[config.mk]
export PLATFORM = sky130hd
export DESIGN_NAME = instr_buff_responder
export DESIGN_NICKNAME = d
export VERILOG_FILES = /design/src/rtl/instr_buff_responder.sv
export SDC_FILE = /design/constraint.sdc
export NUM_CORES = 1
export LEC_CHECK = 0
export ABC_AREA = 1
export CORE_MARGIN = 8
export CORE_UTILIZATION = 58
export CTS_BUF_LIST = sky130_fd_sc_hd__clkbuf_4 sky130_fd_sc_hd__clkbuf_8
export DETAILED_ROUTE_END_ITERATION = 6
export PLACE_DENSITY_LB_ADDON = 0.25
export SLEW_MARGIN = 20
export SYNTH_ARGS = -nofsm -noshare
export SYNTH_HDL_FRONTEND = slang
export SYNTH_SLANG_ARGS = --single-unit
[constraint.sdc]
create_clock -name clk -period 2.6 [get_ports clk]
set_input_delay 0.26 -clock clk [delete_from_list [all_inputs] [get_ports clk]]
set_output_delay 0.26 -clock clk [all_outputs]
set_load 0.02 [all_outputs]
[src/rtl/instr_buff_responder.sv]
// Responder side of the fetch-to-instruction-buffer interface.
// Queues fetch requests, issues one instruction-memory read at a time,
// returns each fetched word with its tag, and supports per-wavefront flush.
module instr_buff_responder #(
    parameter int DEPTH      = 4,
    parameter int ADDR_WIDTH = 32,
    parameter int TAG_WIDTH  = 39,
    parameter int DATA_WIDTH = 32
) (
    input  logic                  clk,
    input  logic                  rst,
    input  logic                  buff_rd_en,
    input  logic [ADDR_WIDTH-1:0] buff_addr,
    input  logic [TAG_WIDTH-1:0]  buff_tag,
    output logic                  buff_ack,
    input  logic                  flush_en,
    input  logic [5:0]            flush_wfid,
    output logic                  mem_rd_en,
    output logic [ADDR_WIDTH-1:0] mem_addr,
    input  logic                  mem_ack,
    input  logic [DATA_WIDTH-1:0] mem_rd_data,
    output logic                  instr_valid,
    output logic [DATA_WIDTH-1:0] instr_data,
    output logic [TAG_WIDTH-1:0]  instr_tag,
    output logic [ADDR_WIDTH-1:0] instr_pc,
    output logic                  queue_full
);

    localparam int PTR_W = $clog2(DEPTH);
    localparam int CNT_W = PTR_W + 1;

    typedef enum logic [1:0] {S_IDLE, S_REQ, S_WAIT, S_RESP} state_t;

    state_t                state_q, state_d;
    logic [PTR_W-1:0]      head_q, head_d, tail_q, tail_d;
    logic [CNT_W-1:0]      count_q, count_d;
    logic [DEPTH-1:0]      qv_q, qv_d;
    logic [ADDR_WIDTH-1:0] qa_q [DEPTH];
    logic [ADDR_WIDTH-1:0] qa_d [DEPTH];
    logic [TAG_WIDTH-1:0]  qt_q [DEPTH];
    logic [TAG_WIDTH-1:0]  qt_d [DEPTH];
    logic [ADDR_WIDTH-1:0] fa_q, fa_d;
    logic [TAG_WIDTH-1:0]  ft_q, ft_d;
    logic                  kill_q, kill_d;
    logic [DATA_WIDTH-1:0] rdata_q, rdata_d;
    logic                  buff_ack_q, buff_ack_d;
    logic                  mem_rd_en_q, mem_rd_en_d;
    logic [ADDR_WIDTH-1:0] mem_addr_q, mem_addr_d;
    logic                  instr_valid_q, instr_valid_d;
    logic [DATA_WIDTH-1:0] instr_data_q, instr_data_d;
    logic [TAG_WIDTH-1:0]  instr_tag_q, instr_tag_d;
    logic [ADDR_WIDTH-1:0] instr_pc_q, instr_pc_d;
    logic                  queue_full_q, queue_full_d;

    logic [DEPTH-1:0]      flush_hit;
    logic                  inflight_hit;
    logic                  head_live;
    logic                  accept;
    logic                  pop;

    // Next-state logic: acceptance, flush invalidation, memory FSM and queue pointers.
    always_comb begin
        state_d       = state_q;
        head_d        = head_q;
        tail_d        = tail_q;
        qa_d          = qa_q;
        qt_d          = qt_q;
        fa_d          = fa_q;
        ft_d          = ft_q;
        kill_d        = kill_q;
        rdata_d       = rdata_q;
        mem_addr_d    = mem_addr_q;
        instr_data_d  = instr_data_q;
        instr_tag_d   = instr_tag_q;
        instr_pc_d    = instr_pc_q;
        mem_rd_en_d   = 1'b0;
        instr_valid_d = 1'b0;
        pop           = 1'b0;

        // A held request is never taken twice: the ack cycle masks buff_rd_en.
        accept     = buff_rd_en && (count_q != CNT_W'(DEPTH)) && !buff_ack_q;
        buff_ack_d = accept;

        for (int i = 0; i < DEPTH; i++) begin
            flush_hit[i] = flush_en && (qt_q[i][5:0] == flush_wfid);
            qv_d[i]      = qv_q[i] && !flush_hit[i];
        end
        inflight_hit = flush_en && (ft_q[5:0] == flush_wfid);
        // A flush on the pop edge already counts against the head entry.
        head_live    = qv_q[head_q] && !flush_hit[head_q];

        case (state_q)
            S_IDLE: begin
                if (count_q != '0) begin
                    pop = 1'b1;
                    if (head_live) begin
                        fa_d        = qa_q[head_q];
                        ft_d        = qt_q[head_q];
                        kill_d      = 1'b0;
                        mem_rd_en_d = 1'b1;
                        mem_addr_d  = qa_q[head_q];
                        state_d     = S_REQ;
                    end
                end
            end
            S_REQ: begin
                if (inflight_hit) kill_d = 1'b1;
                state_d = S_WAIT;
            end
            S_WAIT: begin
                if (inflight_hit) kill_d = 1'b1;
                if (mem_ack) begin
                    rdata_d = mem_rd_data;
                    state_d = (kill_q || inflight_hit) ? S_IDLE : S_RESP;
                end
            end
            S_RESP: begin
                state_d = S_IDLE;
                if (!inflight_hit) begin
                    instr_valid_d = 1'b1;
                    instr_data_d  = rdata_q;
                    instr_tag_d   = ft_q;
                    instr_pc_d    = fa_q;
                end
            end
            default: state_d = S_IDLE;
        endcase

        if (pop) begin
            qv_d[head_q] = 1'b0;
            head_d       = head_q + 1'b1;
        end
        // The newly accepted entry is written after flush so it survives a same-edge flush.
        if (accept) begin
            qv_d[tail_q] = 1'b1;
            qa_d[tail_q] = buff_addr;
            qt_d[tail_q] = buff_tag;
            tail_d       = tail_q + 1'b1;
        end

        count_d      = count_q + CNT_W'(accept) - CNT_W'(pop);
        queue_full_d = (count_d == CNT_W'(DEPTH));
    end

    // State and output registers with asynchronous active-low reset.
    always_ff @(posedge clk or negedge rst) begin
        if (!rst) begin
            state_q       <= S_IDLE;
            head_q        <= '0;
            tail_q        <= '0;
            count_q       <= '0;
            qv_q          <= '0;
            for (int i = 0; i < DEPTH; i++) begin
                qa_q[i] <= '0;
                qt_q[i] <= '0;
            end
            fa_q          <= '0;
            ft_q          <= '0;
            kill_q        <= 1'b0;
            rdata_q       <= '0;
            buff_ack_q    <= 1'b0;
            mem_rd_en_q   <= 1'b0;
            mem_addr_q    <= '0;
            instr_valid_q <= 1'b0;
            instr_data_q  <= '0;
            instr_tag_q   <= '0;
            instr_pc_q    <= '0;
            queue_full_q  <= 1'b0;
        end else begin
            state_q       <= state_d;
            head_q        <= head_d;
            tail_q        <= tail_d;
            count_q       <= count_d;
            qv_q          <= qv_d;
            qa_q          <= qa_d;
            qt_q          <= qt_d;
            fa_q          <= fa_d;
            ft_q          <= ft_d;
            kill_q        <= kill_d;
            rdata_q       <= rdata_d;
            buff_ack_q    <= buff_ack_d;
            mem_rd_en_q   <= mem_rd_en_d;
            mem_addr_q    <= mem_addr_d;
            instr_valid_q <= instr_valid_d;
            instr_data_q  <= instr_data_d;
            instr_tag_q   <= instr_tag_d;
            instr_pc_q    <= instr_pc_d;
            queue_full_q  <= queue_full_d;
        end
    end

    assign buff_ack    = buff_ack_q;
    assign mem_rd_en   = mem_rd_en_q;
    assign mem_addr    = mem_addr_q;
    assign instr_valid = instr_valid_q;
    assign instr_data  = instr_data_q;
    assign instr_tag   = instr_tag_q;
    assign instr_pc    = instr_pc_q;
    assign queue_full  = queue_full_q;

endmodule

==> results.py, run 1 <==
metrics = {
    "worst_setup_path": {
        "cpPeakStageDelay_ns": 0.41,
        "crit_required_ns": 3.15,
        "endpoint_kind": "flop",
        "critPathKind": "reg2reg",
        "worstReg2RegStart": "state_q[0]",
        "cp_slowest_cell": "fa_1",
        "worstPathArrival_ns": 2.91,
        "cp_max_fo": 5,
        "crit_chain": "inv_1, ha_1, inv_1, nor2_1, ha_1, inv_1, ha_1, fa_1, xor2_1, nor3b_1",
        "start_kind": "flop",
        "crit_start": "state_q[0]",
    },
    "finish": {
        "nNetsFinal": 3015,
        "syn_to_final_growth_pct": 21.2,
        "drive_above_1_share": 0.0715,
    },
    "timing": {
        "hold_viol": 0,
        "setup_viol": 0,
        "fin_crit_ns": 2.36,
        "rsz0062_at_grt": "no",
        "slew_headroom": 0.453,
        "timing.final.max_slew_violations": 0,
        "fin_ws_ns": 0.240,
        "layout_worst_path_cycle_share": 0.908,
        "skew_ns": 0.0220,
        "fmax_mhz": 424,
        "setup_tns_ns": 0,
        "worst_slew_pin_slew_ns": 0.820,
    },
    "power_and_ir_drop": {
        "vdd_drop_max_uv": 871,
        "power_density_nw_per_um2": 1290,
        "p_leak_nw": 13.5,
    },
    "floorplan": {
        "start_util": 0.585,
        "dieWidth_um": 210,
        "io_pins": 253,
        "rows": 71,
        "dieArea_um2": 44200,
        "core_um2": 37400,
        "die_h_um": 210,
    },
    "outcome": {
        "outcome": "complete, no violations",
    },
    "route": {
        "routed_wl_um": 58100,
        "postRouteAntennaNets": 0,
        "wl_per_cell_um": 16.8,
        "routed_via_density": 5.31,
        "drt_iter0_markers": 1802,
        "dr.pass1.iters": 6,
        "post-route-drc-count": 0,
        "num_vias": 18356,
    },
    "yosys": {
        "synth_common_cells": "nand2_1, dfrtp_1, o21ai_0",
        "netlist_instances": 2654,
        "synthesis.nets": 2782,
        "syn_avg_cell_area_um2": 8.24,
        "syn_area_um2": 21900,
        "ys.flop_type": "dfrtp_1",
        "synth_async_sr_flop_share": 1.00,
        "yosysTopAreaCell": "dfrtp_1",
        "ys_ff_latch": 508,
        "yosysMostFrequentCell": "nand2_1",
        "synth_top_area_share": 0.581,
        "synth-edff-count": 0,
        "ys_seq_area_frac": 0.581,
        "yosysWarnings": 0,
        "synthTopCellsByArea": "dfrtp_1, nand2_1, o21ai_0, a21oi_1, inv_1",
        "synth.distinct_cells": 30,
    },
    "placed_design": {
        "hpwl_um": 36200,
        "pre_cts_ws_ns": 0.218,
        "gp_congestion": 0.899,
        "numPortBuffers": 252,
    },
    "min_path": {
        "hp-class": "in2reg",
        "min-delay-start": "mem_rd_data[17]",
    },
    "cts": {
        "post_cts_buffers": 0,
        "cts_tree": "yes",
        "cts_root_buffer": "clkbuf_8",
        "cts-resized-gates": 0,
        "cts_max_level": 3,
        "cts_inserted_buffers": 82,
        "cts_buffer_depth": 3,
        "clk_latency_ns": 0.63,
        "clk_pin_slew_worst_paths_ns": 0.06,
        "clock-sinks": 508,
    },
    "job": {
        "cap_violations": 0,
    },
    "global_routing": {
        "grt.total_usage": 0.264,
        "grt_pass1_wl_um": 95200,
        "grt.overflow.total": 0,
        "grt_max_degree": 199,
        "first_global_vias": 18627,
        "antenna_found_initial": 8,
    },
}
per-layer routing:
metal / vias up / routed length, um / global-route usage
met1: 8857 / 25100 / 0.352
li1: 8738 / - / -
met2: 667 / 27500 / 0.424
met3: 88 / 4230 / 0.0520
met5: - / 35 / 0
met4: 6 / 1250 / 0.104
critical path: cells and delay by family (launching register included):
kind	cells	cell delay (ns)
DFF	1	0.40
xor gates and xnor gates	1	0.20
buffers and inverters	3	0.24
adders and majority gates	4	1.03
and+or+nand+nor	2	0.40
cells by family (layout without fill, tap and decap cells):
kind of cell | count (synthesis) | in the layout | synth area share
adders and majority gates | 14 | 14 | 0.00835
DFF | 508 | 508 | 0.581
and+or+nand+nor | 1231 | 1231 | 0.215
other | 0 | 5 | 0
xor gates and xnor gates | 6 | 6 | 0.00240
AOI/OAI and AO/OA | 523 | 523 | 0.120
buffers and inverters | 372 | 657 | 0.0735
stage by stage:
step                      cells  total power [mW]  area [um2]  hold WS (ns)   util
final                      3455              34.3       26500         0.213  0.709
after global routing       3455              36.9       26500         0.205  0.709
after CTS                  3450              34.4       26500         0.169  0.709
after detailed placement   3313              27.4       24900         0.309  0.665
after global placement     3313              26.7       24900         0.304  0.665
after floorplan            2654              22.2       21900       -0.0356      -
final timing paths:
path / to / slack [ns] / cells after the start
min: rdata_q[17] / 0.21 / 3
max: queue_full / 0.24 / 10
max reg2reg: queue_full / 0.24 / 10
min in group asynchronous: instr_data[7] / 0.22 / 2
max in group asynchronous: mem_addr[27] / 1.49 / 4
min reg2reg: instr_tag[13] / 0.47 / 2
where the power goes:
part	internal, mW	leakage, nW	switching [mW]
Combinational	5.17	6.31	8.82
Clock	3.87	0.874	3.05
Sequential	11.6	6.28	1.79
Total	20.6	13.5	13.7
state kept, by name, summed over array words and instances (netlist names), 2 cells and up:
signal,count
rdata_q,32
head_q,2
state_q,2
qv_q,4
count_q,3
instr_tag,39
instr_data,32
qa_q,128
qt_q,156
ft_q,39
instr_pc,32
tail_q,2
mem_addr,32
placed cells by master (no fill, tap or decap), types with 2 or more instances in the layout:
| cell type | Yosys | final |
|---|---|---|
| o22ai_1 | 2 | 2 |
| clkdlybuf4s50_1 | 0 | 251 |
| inv_2 | 10 | 10 |
| diode_2 | 0 | 5 |
| ha_1 | 13 | 13 |
| clkinvlp_4 | 0 | 2 |
| clkbuf_4 | 0 | 29 |
| clkbuf_8 | 0 | 100 |
| nor3_1 | 3 | 3 |
| buf_12 | 0 | 17 |
| nor2_2 | 2 | 2 |
| inv_6 | 0 | 3 |
| inv_1 | 208 | 206 |
| buf_4 | 36 | 31 |
| a21oi_1 | 179 | 179 |
| clkinv_2 | 0 | 2 |
| xor2_1 | 3 | 3 |
| nand3_1 | 19 | 19 |
| nand2_2 | 3 | 4 |
| xnor2_1 | 3 | 3 |
| nand2_1 | 1153 | 1151 |
| dfrtp_1 | 508 | 506 |
| o21ai_0 | 340 | 340 |
| nand4_1 | 4 | 4 |
| nor2_1 | 43 | 43 |
| inv_4 | 1 | 3 |
cell type report:
| class | instances | area (um2) |
|---|---|---|
| sequential | 508 | 12700 |
| fill | 2834 | 10900 |
| multi-input combinational | 1774 | 7570 |
| timing repair buffer | 301 | 3110 |
| clock buffer | 129 | 1590 |
| inverter | 220 | 833 |
| tap | 511 | 639 |
| clock inverter | 7 | 51.3 |
| antenna | 5 | 12.5 |
what timing repair did:
item | 4_1_cts | 5_1_grt
endpoints found under the hold margin | 63 | 0
endpoints found under the setup margin | 0 | 0
hold buffers | 1 | 0
No activity file was read; power rests on OpenSTA's default activity.
==> run 2: changes to the inputs <==
--- a/config.mk
+++ b/config.mk
@@ -7,10 +7,11 @@
 export LEC_CHECK = 0
 export ABC_AREA = 1
 export CORE_MARGIN = 8
-export CORE_UTILIZATION = 58
+export CORE_UTILIZATION = 53
 export CTS_BUF_LIST = sky130_fd_sc_hd__clkbuf_4 sky130_fd_sc_hd__clkbuf_8
 export DETAILED_ROUTE_END_ITERATION = 6
 export PLACE_DENSITY_LB_ADDON = 0.25
+export RECOVER_POWER = 50
 export SLEW_MARGIN = 20
 export SYNTH_ARGS = -nofsm -noshare
 export SYNTH_HDL_FRONTEND = slang
==> constraint.sdc (replaced) <==
create_clock -name clk -period 1.95 [get_ports clk]
set_input_delay 0.195 -clock clk [delete_from_list [all_inputs] [get_ports clk]]
set_output_delay 0.195 -clock clk [all_outputs]
set_load 0.02 [all_outputs]
==> results.py, run 2 (synthesized netlist as in run 1, its figures left out) <==
metrics = {
    "floorplan": {
        "rows": 74,
        "die_h_um": 219,
        "start_util": 0.536,
        "dieArea_um2": 48000,
        "dieWidth_um": 219,
        "core_um2": 40800,
        "io_pins": 253,
    },
    "global_routing": {
        "grt_max_degree": 164,
        "grt.total_usage": 0.250,
        "antenna_found_initial": 7,
        "grt_pass1_wl_um": 97100,
        "first_global_vias": 18616,
        "grt.overflow.total": 0,
    },
    "timing": {
        "setup_viol": 2,
        "fin_ws_ns": -0.0893,
        "worst_slew_pin_slew_ns": 1.61,
        "timing.final.max_slew_violations": 52,
        "rsz0062_at_grt": "yes",
        "fin_crit_ns": 2.04,
        "fmax_mhz": 490,
        "slew_headroom": -0.0752,
        "skew_ns": 0.0266,
        "hold_viol": 0,
        "layout_worst_path_cycle_share": 1.05,
        "whs_ns": 0.151,
    },
    "worst_setup_path": {
        "worstRegToRegCells": 8,
        "worstPathArrival_ns": 2.55,
        "rrSetupSlack_ns": -0.09,
        "cpPeakStageDelay_ns": 0.43,
        "r2r_end": "queue_full",
        "cp_slowest_cell": "dfrtp_1",
        "worstReg2RegStart": "count_q[0]",
        "critPathKind": "reg2reg",
        "crit_required_ns": 2.46,
        "start_kind": "flop",
        "crit_chain": "nor3_4, nor2_4, ha_4, inv_4, ha_4, fa_2, xor2_2, nor3b_2",
        "crit_top_cell": "ha_4",
        "cp_max_fo": 3,
        "endpoint_kind": "flop",
    },
    "finish": {
        "reg_top3": "qt_q (156), qa_q (128)",
        "fill_cells": 3290,
        "drive_above_1_share": 0.0890,
        "finish.instance_area_um2": 27200,
        "utilization": 0.667,
        "largest_reg_flops": 156,
        "syn_to_final_growth_pct": 24.5,
        "top_register": "qt_q",
        "final_cell_mix": "nand2_1, dfrtp_1, o21ai_0, clkdlybuf4s50_1, inv_1",
        "nNetsFinal": 3044,
        "mostFrequentLayoutCell": "nand2_1",
    },
    "outcome": {
        "violations": "max-capacitance violations, max-slew violations, negative setup slack",
        "outcome": "finished, violations left",
    },
    "power_and_ir_drop": {
        "p_leak_nw": 13.8,
        "power_density_nw_per_um2": 1740,
        "vdd_drop_max_uv": 988,
    },
    "cts": {
        "cts_buffer_depth": 3,
        "clk_latency_ns": 0.64,
        "cts_tree": "yes",
        "cts_max_level": 3,
        "cts_root_buffer": "clkbuf_8",
        "cts_inserted_buffers": 82,
        "clock-sinks": 508,
        "clk_pin_slew_worst_paths_ns": 0.06,
    },
    "job": {
        "cap_violations": 1,
    },
    "route": {
        "drt_iter0_markers": 1743,
        "postRouteAntennaNets": 0,
        "post-route-drc-count": 0,
        "num_vias": 18583,
        "wl_per_cell_um": 17.1,
        "routed_via_density": 5.29,
        "dr.pass1.iters": 6,
        "routed_wl_um": 59900,
    },
    "min_path": {
        "min-delay-start": "mem_rd_data[7]",
        "hp-class": "in2reg",
        "holdPathEnd": "rdata_q[7]",
        "whs_path_depth": 3,
    },
    "placed_design": {
        "numPortBuffers": 252,
        "post_dp_cell_area_um2": 25300,
        "hpwl_um": 37300,
        "gp_congestion": 0.937,
    },
}
==> run 2: how the worst max path moves through the flow <==
stage                        from         end  slack (ns)  depth (start not counted)
global placement    flush_wfid[1]     ft_q[2]       -0.23                         15
finish                 count_q[0]  queue_full       -0.09                          8
detailed placement  flush_wfid[1]     ft_q[2]       -0.28                         15
CTS                    count_q[0]  queue_full       -0.03                          8
floorplan              state_q[1]  queue_full      -0.009                          9
global route           count_q[0]  queue_full       -0.14                          8
==> run 2: critical path, delay by kind of cell (launching register included) <==
kind          cells  cell delay [ns]
fa+ha+maj         3             0.79
simple gates      3             0.52
flops             1             0.43
xor+xnor          1             0.16
buf+inv           1             0.03
==> run 2: metrics by stage <==
| stage | power [mW] | instances | setup TNS [ns] | worst slack (ns) |
|---|---|---|---|---|
| after floorplan | 29.7 | 2654 | -0.00894 | -0.00894 |
| after global placement | 36.4 | 3357 | -24.64 | -0.232 |
| after detailed placement | 37.2 | 3357 | -33.58 | -0.277 |
| after CTS | 47.6 | 3507 | -0.0483 | -0.0332 |
| after global routing | 51.1 | 3513 | -6.27 | -0.136 |
| final | 47.5 | 3513 | -0.160 | -0.0893 |
==> run 2: area by class of cell <==
type | instances | area (um2) | share of cell area
sequential | 508 | 12700 | 0.467
multi-input combinational | 1774 | 7680 | 0.282
timing repair buffer | 330 | 3500 | 0.129
clock buffer | 135 | 1710 | 0.0629
inverter | 220 | 848 | 0.0311
tap | 532 | 666 | 0.0244
clock inverter | 10 | 105 | 0.00386
antenna | 4 | 10.0 | 0.000367
==> run 2: where the power goes <==
group | internal (mW) | switching, mW | leakage [nW] | total [mW]
combinational | 7.59 | 12.1 | 6.59 | 19.7
sequential | 15.4 | 2.40 | 6.28 | 17.8
clock | 5.79 | 4.17 | 0.963 | 9.96
==> run 2: what timing repair did <==
| action | CTS | global route |
|---|---|---|
| endpoints found under the hold margin | 415 | 0 |
| hold buffers | 1 | 0 |
| gates resized for setup | 9 | 18 |
| gates cloned | 0 | 1 |
| pin swaps | 5 | 3 |
| setup endpoints to repair | 3 | 56 |
| setup buffers | 4 | 1 |
==> run 2: per-layer routing <==
metal	vias to the layer above	global-route usage	wire (um)
met5	-	0	35
li1	8801	-	-
met2	691	0.404	28300
met1	8981	0.331	25400
met4	6	0.0874	1300
met3	104	0.0552	4880
==> run 3: changes to the inputs <==
--- a/config.mk
+++ b/config.mk
@@ -7,8 +7,9 @@
 export LEC_CHECK = 0
 export ABC_AREA = 1
 export CORE_MARGIN = 8
-export CORE_UTILIZATION = 53
+export CORE_UTILIZATION = 63
 export CTS_BUF_LIST = sky130_fd_sc_hd__clkbuf_4 sky130_fd_sc_hd__clkbuf_8
+export CTS_CLUSTER_DIAMETER = 120
 export DETAILED_ROUTE_END_ITERATION = 6
 export PLACE_DENSITY_LB_ADDON = 0.25
 export RECOVER_POWER = 50
==> constraint.sdc (replaced) <==
create_clock -name clk -period 2.64 [get_ports clk]
set_input_delay 0.264 -clock clk [delete_from_list [all_inputs] [get_ports clk]]
set_output_delay 0.264 -clock clk [all_outputs]
set_load 0.02 [all_outputs]
==> results.py, run 3 (synthesized netlist as in run 1, its figures left out) <==
metrics = {
    "timing": {
        "slew_headroom": -0.0148,
        "setup_viol": 0,
        "layout_worst_path_cycle_share": 0.946,
        "fmax_mhz": 400,
        "skew_ns": 0.0182,
        "rsz0062_at_grt": "no",
        "fin_crit_ns": 2.50,
        "worst_slew_pin_slew_ns": 1.52,
        "hold_viol": 0,
        "timing.final.max_slew_violations": 60,
    },
    "worst_setup_path": {
        "endpoint_kind": "flop",
        "worstRegToRegCells": 9,
        "crit_top_cell": "ha_1",
        "cp_slowest_cell": "dfrtp_1",
        "crit_chain": "nor3_1, buf_4, nor2_1, ha_1, inv_1, ha_1, fa_1, xor2_1, nor3b_1",
        "rrSetupSlack_ns": 0.14,
        "cp_max_fo": 3,
        "crit_required_ns": 3.14,
        "worstReg2RegStart": "count_q[2]",
        "crit_start": "count_q[2]",
        "worstPathArrival_ns": 3.00,
        "critPathKind": "reg2reg",
        "cpPeakStageDelay_ns": 0.41,
        "crit_family": "adder cells",
        "critical_path_buf_inv_count": 2,
        "start_kind": "flop",
        "r2r_end": "queue_full",
    },
    "outcome": {
        "outcome": "finished, violations left",
        "violations": "max-capacitance violations, max-slew violations",
    },
    "floorplan": {
        "core_um2": 34400,
        "dieArea_um2": 40900,
        "rows": 68,
        "io_pins": 253,
        "die_h_um": 202,
        "dieWidth_um": 202,
        "start_util": 0.636,
    },
    "finish": {
        "regArea_um2": 12700,
        "drive_above_1_share": 0.0694,
        "top_register": "qt_q",
        "final_cell_mix": "nand2_1, dfrtp_1, o21ai_0, clkdlybuf4s50_1, inv_1",
        "mostFrequentLayoutCell": "nand2_1",
        "finish.instance_area_um2": 26500,
        "multiInputGateArea_um2": 7570,
        "largest_reg_flops": 156,
        "reg_top3": "qt_q (156), qa_q (128)",
        "fill_cells": 2447,
        "stdcell_count": 3400,
        "nNetsFinal": 3008,
        "syn_to_final_growth_pct": 21.0,
    },
    "power_and_ir_drop": {
        "vdd_drop_max_uv": 850,
        "p_leak_nw": 13.5,
        "power_density_nw_per_um2": 1290,
    },
    "cts": {
        "clk_latency_ns": 0.62,
        "cts_root_buffer": "clkbuf_8",
        "cts_tree": "yes",
        "cts_inserted_buffers": 80,
        "cts_buffer_depth": 3,
        "clk_pin_slew_worst_paths_ns": 0.06,
        "clock-sinks": 508,
        "cts-resized-gates": 0,
        "cts_max_level": 3,
    },
    "min_path": {
        "min-delay-start": "mem_rd_data[13]",
        "hp-class": "in2reg",
        "whs_path_depth": 3,
        "holdPathEnd": "rdata_q[13]",
    },
    "route": {
        "post-route-drc-count": 0,
        "drt_iter0_markers": 1641,
        "num_vias": 18647,
        "routed_via_density": 5.48,
        "routed_wl_um": 58500,
        "wl_per_cell_um": 17.2,
        "dr.pass1.iters": 6,
        "postRouteAntennaNets": 0,
    },
    "global_routing": {
        "grt.overflow.total": 0,
        "antenna_found_initial": 6,
        "first_global_vias": 18691,
        "grt_pass1_wl_um": 95500,
        "grt_max_degree": 218,
        "grt.total_usage": 0.284,
    },
    "job": {
        "cap_violations": 1,
    },
    "placed_design": {
        "gp_congestion": 0.920,
        "dp.cells": 3252,
        "numPortBuffers": 252,
        "post_dp_cell_area_um2": 24800,
        "hpwl_um": 35000,
    },
}
==> run 3: changes by cell type in the layout (fill, tap and decap cells not counted), sizes merged <==
cell | previous run | this run
diode | 4 | 5
clkbuf | 148 | 143
buf | 65 | 33
dlygate4sd2 | 2 | 0
inv | 216 | 218
clkdlybuf4s50 | 244 | 251
clkinv | 10 | 9
bufinv | 2 | 1
dlymetal6s2s | 5 | 0
==> run 3: report_power, final <==
| part | total [mW] | internal, mW | switching (mW) |
|---|---|---|---|
| Sequential | 13.2 | 11.4 | 1.83 |
| Combinational | 13.8 | 5.03 | 8.78 |
| Clock | 7.10 | 4.07 | 3.03 |
==> run 3: per-layer routing <==
metal,share of wire,up-vias,track usage
met1,0.42,8983,0.377
met4,0.029,2,0.104
met5,0.00022,-,0
met2,0.47,809,0.457
li1,-,8725,-
met3,0.084,128,0.0644
==> run 3: timing repair <==
action	CTS	global route
endpoints found under the hold margin	84	0
hold buffers	1	0
buffers inserted	0	0
==> run 3: worst reg2reg max path, stage by stage, from the launching register on <==
cell and delay [ns]:
dfrtp_1 0.41, nor3_1 0.32, buf_4 0.20, nor2_1 0.09
ha_1 0.29, inv_1 0.04, ha_1 0.19, fa_1 0.40
xor2_1 0.21, nor3b_1 0.24
==> run 3: layout make-up <==
class                   instances  area share
multi-input cells            1774       0.286
clock buffers                 132      0.0630
inverters                     220      0.0314
diodes                          5    0.000473
clock inverters                10     0.00303
flip-flops and latches        508       0.481
repair buffers                296       0.114
well taps                     455      0.0215
==> run 3: how the worst max path moves through the flow <==
stage | cells past startpoint | slack (ns) | end
floorplan | 10 | 0.32 | queue_full
finish | 9 | 0.14 | queue_full
global placement | 13 | 0.09 | ft_q[30]
CTS | 9 | 0.13 | queue_full
global route | 9 | 0.03 | mem_addr[12]
detailed placement | 13 | -0.002 | mem_addr[12]
==> run 3: stage by stage <==
stage | power (mW) | hold WS [ns] | utilization | TNS, ns | worst slack, ns
floorplan | 21.8 | -0.0316 | - | 0 | 0.325
global placement | 26.3 | 0.230 | 0.722 | 0 | 0.0917
detailed placement | 27.0 | 0.232 | 0.722 | -0.00161 | -0.00161
CTS | 34.3 | 0.168 | 0.773 | 0 | 0.132
global route | 36.5 | 0.227 | 0.770 | 0 | 0.0323
finish | 34.1 | 0.250 | 0.770 | 0 | 0.142
